### src/rtl/stream_minmax.sv
// Windowed running min/max tracker: each sample is compared nibble-serially (MSB first,
// early exit) against the window extremes; one result is emitted per WIN samples or on flush.
module stream_minmax #(
    parameter int WIDTH = 16,
    parameter int WIN   = 8,
    parameter int CW    = $clog2(WIN + 1)
) (
    input  logic             clk,
    input  logic             rst,
    input  logic             in_valid,
    output logic             in_ready,
    input  logic [WIDTH-1:0] in_data,
    input  logic             flush,
    output logic             out_valid,
    output logic [WIDTH-1:0] out_min,
    output logic [WIDTH-1:0] out_max,
    output logic [CW-1:0]    out_count,
    output logic             busy
);
    localparam int N  = WIDTH / 4;
    localparam int NW = (N > 1) ? $clog2(N) : 1;

    typedef enum logic [1:0] { IDLE, CMP, UPD, EMIT } state_t;

    state_t           r_state;
    state_t           w_next;
    logic [WIDTH-1:0] r_min;
    logic [WIDTH-1:0] r_max;
    logic [WIDTH-1:0] r_sample;
    logic [CW-1:0]    r_cnt;
    logic [NW-1:0]    r_nib;
    logic             r_dmin;
    logic             r_dmax;
    logic             r_lt;
    logic             r_gt;

    logic             w_accept;
    logic             w_first;
    logic             w_winDone;
    logic             w_cmpDone;
    logic             w_minDiff;
    logic             w_maxDiff;
    logic [3:0]       w_sNib;
    logic [3:0]       w_minNib;
    logic [3:0]       w_maxNib;
    logic [WIDTH-1:0] w_newMin;
    logic [WIDTH-1:0] w_newMax;
    logic [CW-1:0]    w_cntInc;

    assign in_ready  = !rst && (r_state == IDLE) && !flush;
    assign busy      = (r_state != IDLE);
    assign out_valid = (r_state == EMIT);

    assign w_accept  = in_valid && in_ready;
    assign w_first   = (r_cnt == '0);
    assign w_cntInc  = r_cnt + CW'(1);
    assign w_winDone = (w_cntInc == CW'(WIN));

    assign w_sNib    = 4'(r_sample >> {r_nib, 2'b00});
    assign w_minNib  = 4'(r_min >> {r_nib, 2'b00});
    assign w_maxNib  = 4'(r_max >> {r_nib, 2'b00});
    assign w_minDiff = !r_dmin && (w_sNib != w_minNib);
    assign w_maxDiff = !r_dmax && (w_sNib != w_maxNib);
    // The compare ends once both extremes are decided, or the last nibble was examined.
    assign w_cmpDone = ((r_dmin || w_minDiff) && (r_dmax || w_maxDiff)) || (r_nib == '0);

    assign w_newMin  = r_lt ? r_sample : r_min;
    assign w_newMax  = r_gt ? r_sample : r_max;

    always_ff @(posedge clk or posedge rst) begin
        if (rst) begin
            r_state <= IDLE;
        end else begin
            r_state <= w_next;
        end
    end

    always_comb begin
        w_next = r_state;
        unique case (r_state)
            IDLE: begin
                if (flush) begin
                    if (!w_first) begin
                        w_next = EMIT;
                    end
                end else if (w_accept) begin
                    if (!w_first) begin
                        w_next = CMP;
                    end else if (WIN == 1) begin
                        w_next = EMIT;
                    end
                end
            end
            CMP: begin
                if (w_cmpDone) begin
                    w_next = UPD;
                end
            end
            UPD: begin
                w_next = w_winDone ? EMIT : IDLE;
            end
            EMIT: begin
                w_next = IDLE;
            end
            default: begin
                w_next = IDLE;
            end
        endcase
    end

    // Result registers are loaded on the transition into EMIT with the post-update extremes.
    always_ff @(posedge clk or posedge rst) begin
        if (rst) begin
            r_min     <= '0;
            r_max     <= '0;
            r_sample  <= '0;
            r_cnt     <= '0;
            r_nib     <= '0;
            r_dmin    <= 1'b0;
            r_dmax    <= 1'b0;
            r_lt      <= 1'b0;
            r_gt      <= 1'b0;
            out_min   <= '0;
            out_max   <= '0;
            out_count <= '0;
        end else begin
            unique case (r_state)
                IDLE: begin
                    if (flush) begin
                        if (!w_first) begin
                            out_min   <= r_min;
                            out_max   <= r_max;
                            out_count <= r_cnt;
                            r_cnt     <= '0;
                        end
                    end else if (w_accept) begin
                        if (w_first) begin
                            r_min <= in_data;
                            r_max <= in_data;
                            if (WIN == 1) begin
                                out_min   <= in_data;
                                out_max   <= in_data;
                                out_count <= CW'(1);
                                r_cnt     <= '0;
                            end else begin
                                r_cnt <= CW'(1);
                            end
                        end else begin
                            r_sample <= in_data;
                            r_nib    <= NW'(N - 1);
                            r_dmin   <= 1'b0;
                            r_dmax   <= 1'b0;
                            r_lt     <= 1'b0;
                            r_gt     <= 1'b0;
                        end
                    end
                end
                CMP: begin
                    if (w_minDiff) begin
                        r_dmin <= 1'b1;
                        r_lt   <= (w_sNib < w_minNib);
                    end
                    if (w_maxDiff) begin
                        r_dmax <= 1'b1;
                        r_gt   <= (w_sNib > w_maxNib);
                    end
                    if (!w_cmpDone) begin
                        r_nib <= r_nib - NW'(1);
                    end
                end
                UPD: begin
                    r_min <= w_newMin;
                    r_max <= w_newMax;
                    if (w_winDone) begin
                        out_min   <= w_newMin;
                        out_max   <= w_newMax;
                        out_count <= w_cntInc;
                        r_cnt     <= '0;
                    end else begin
                        r_cnt <= w_cntInc;
                    end
                end
                default: begin
                end
            endcase
        end
    end

endmodule

### config.mk
export PLATFORM = sky130hd
export DESIGN_NAME = stream_minmax
export DESIGN_NICKNAME = d
export VERILOG_FILES = /design/src/rtl/stream_minmax.sv
export SDC_FILE = /design/constraint.sdc
export NUM_CORES = 1
export LEC_CHECK = 0
export ABC_AREA = 1
export CAP_MARGIN = 20
export CORE_MARGIN = 2
export CORE_UTILIZATION = 45
export CTS_BUF_LIST = sky130_fd_sc_hd__clkbuf_8 sky130_fd_sc_hd__clkbuf_16
export DETAILED_ROUTE_END_ITERATION = 10
export PLACE_DENSITY = 0.68
export SLEW_MARGIN = 20
export SYNTH_ARGS = -nofsm -noshare
export SYNTH_HDL_FRONTEND = slang
export SYNTH_SLANG_ARGS = --single-unit
### constraint.sdc
create_clock -name clk -period 3.95 [get_ports clk]
set_input_delay 0.5925 -clock clk [delete_from_list [all_inputs] [get_ports clk]]
set_output_delay 0.5925 -clock clk [all_outputs]
set_load 0.01 [all_outputs]
==> impl_metrics.tcl <==
set metrics [dict create \
    drc 0 \
    holdPathStages 2 \
    cts_tree "done" \
    synthDistinctLibCells 26 \
    die_x_um 115 \
    dr_wl_met3_um 755 \
    track_usage_pct 22.5 \
    antenna_found_initial 0 \
    path_cells "clkdlybuf4s50_1 -> inv_1 -> nand3_2 -> nor2_2 -> clkdlybuf4s50_1" \
    worst-path-buf-inv 3 \
    synthArstFlopShare_pct 100 \
    final_cell_mix "nand2_1 (216), o21ai_0 (128), dfrtp_1 (96)" \
    ir_worst_vdd_v 0.00101 \
    crit_cells 5 \
    drive_gt1_share_pct 9.08 \
    finalHoldViolCount 0 \
    grt_max_degree 103 \
    yosysSeqAreaShare_pct 43.2 \
    antenna_left 0 \
    required_ns 3.36 \
    start_kind "primary input" \
    clock-sinks 96 \
    overflow 0 \
    grt_pass1_vias 4909 \
    wl_per_cell_um 15.3 \
    critPathKind "primary input to output port" \
    max_freq_mhz 395 \
    syn_nets 762 \
    fin_area_um2 6510 \
    h-tree-depth 3 \
    met1_length_um 6330 \
    yosys_warnings 0 \
    wl_met2_um 6620 \
    top_layer_used "met4" \
    place_ws_ns 1.42 \
    antenna_cells 0 \
    synth-edff-count 0 \
    crit_path_max_incr_delay_ns 0.54 \
    die-area_um2 13300 \
    final_nets 797 \
    cts_setup_buffers 0 \
    drt_pass1_iterations 5 \
    row_count 40 \
    multi_input_area_um2 2600 \
    end_kind "output port" \
    routed_wl_um 14000 \
    place_congestion 0.831 \
    initial_utilization_pct 46.3 \
    cts_resized 0 \
    outcome "finished, final reports clean" \
    setup_viol 0 \
    cts_buffers 9 \
    synth-main-ff-cell "dfrtp_1" \
    power_density_nw_per_um2 888 \
    finalClockSkew_ns 0.00615 \
    ys_seq_elements 96 \
    hpwl_um 9480 \
    root_buffer "clkbuf_16" \
    r2r_cells 8 \
    placed_cell_area_um2 6160 \
    power_uw 5780 \
    cp_max_fo 4 \
    holdWs_ns 0.472 \
    cts_hold_buf 0 \
    power.leakage_uw 0.00307 \
    mostFrequentLayoutCell "nand2_1" \
    grt_pass1_wl_um 23600 \
    avgViaCountPerCell 5.46 \
    coreArea_um2 12000 \
    slew_viol_final 0 \
    period_needed_ns 2.53 \
    syn2layout_area_growth_pct 17.2 \
    critPathTopFamily "buffers and inverters" \
    clkLatencyLatePin_ns 0.35 \
    seqCellArea_um2 2400 \
    syn_area_per_cell_um2 7.60 \
    hold_path.class "flop to flop" \
    port_buffers 58 \
    clockBufferDepth 2 \
    slew_headroom_pct 31.0 \
    n_fill_cell 1130 \
    syn_area_um2 5560 \
    fin_setup_tns_ns 0 \
    drt-initial-drc-count 424 \
    io_pins 59 \
    worst_pin_slew_ns 1.04 \
    clk_pin_slew_ns 0.06 \
    period_share_pct 64.0 \
    rsz0062_at_grt "false" \
    critPathSlowestCell "clkdlybuf4s50_1" \
    die_h_um 115 \
    critical_path_arrival_ns 1.94 \
    cp_common_cell "clkdlybuf4s50_1" \
    cap_violations 0 \
    syn_inst 731 \
    worst_slack_ns 1.42 \
    vias 5010 \
]
report_power, final:
| part | total [uW] | leakage, uW | switching, uW | internal [uW] |
|---|---|---|---|---|
| sequential | 1760 | 0.00122 | 341 | 1420 |
| clock | 956 | 0.000156 | 387 | 569 |
| combinational | 3060 | 0.00169 | 1970 | 1090 |
path summary, 6_finish.rpt:
kind | end | slack, ns | start
max in group asynchronous | out_min[5] | 2.41 | rst
setup / recovery | in_ready | 1.42 | flush
setup reg to reg | out_max[4] | 1.59 | r_state[0]
min in group asynchronous | r_cnt[0] | 0.58 | rst
hold / removal | out_max[10] | 0.47 | out_max[10]
hold reg to reg | out_max[10] | 0.47 | out_max[10]
metrics by stage:
stage / instances / utilization, %
5_1_grt: 918 / 54.2
3_3_place_gp: 901 / 51.3
2_1_floorplan: 731 / -
6_report: 918 / 54.2
4_1_cts: 917 / 54.0
3_5_place_dp: 901 / 51.3
synthesized netlist by cell type (all sizes together), types with 11 or more instances:
master	n	area share, %
a21oi	37	3.5
o211ai	33	7.1
dfrtp	96	43
nand3	48	4.6
ha	11	2.5
o21ai	141	13
clkbuf	21	1.5
inv	87	5.9
nand2	219	15
nor2	12	0.86
buf	23	2.7
metal layers:
layer	up-vias	track usage (%)
met2	144	35.6
met4	0	9.80
met1	2374	30.4
li1	2473	-
met5	-	0
met3	19	4.16
state kept, by name, indices dropped and copies added, names as in the netlist, 2 cells and up:
signal	cells
out_count	4
out_max	16
out_min	16
r_cnt	4
r_max	16
r_min	16
r_nib	2
r_sample	16
r_state	2
kinds of logic after synthesis:
kind of cell	after synthesis	share of synthesized area [%]
AOI/OAI and AO/OA	212	23.5
xor gates and xnor gates	1	0.158
adders and majority gates	11	2.48
buffers and inverters	131	10.0
DFF	96	43.2
and+or+nand+nor	280	20.6
layout make-up:
class	count	area share, %
Clock inverter	6	1.29
Multi-Input combinational cell	504	39.9
Timing Repair Buffer	68	10.4
Clock buffer	10	3.67
Inverter	87	5.05
Sequential cell	96	36.9
Tap cell	147	2.82
worst reg2reg max path, delay by kind of cell, from the launching register on:
family                 cells  cell delay [ns]
buffers and inverters      3             1.01
AO/OA/AOI/OAI              2             0.49
flip-flops                 1             0.46
AND/OR/NAND/NOR            3             0.34
No activity file was read; power rests on OpenSTA's default activity.
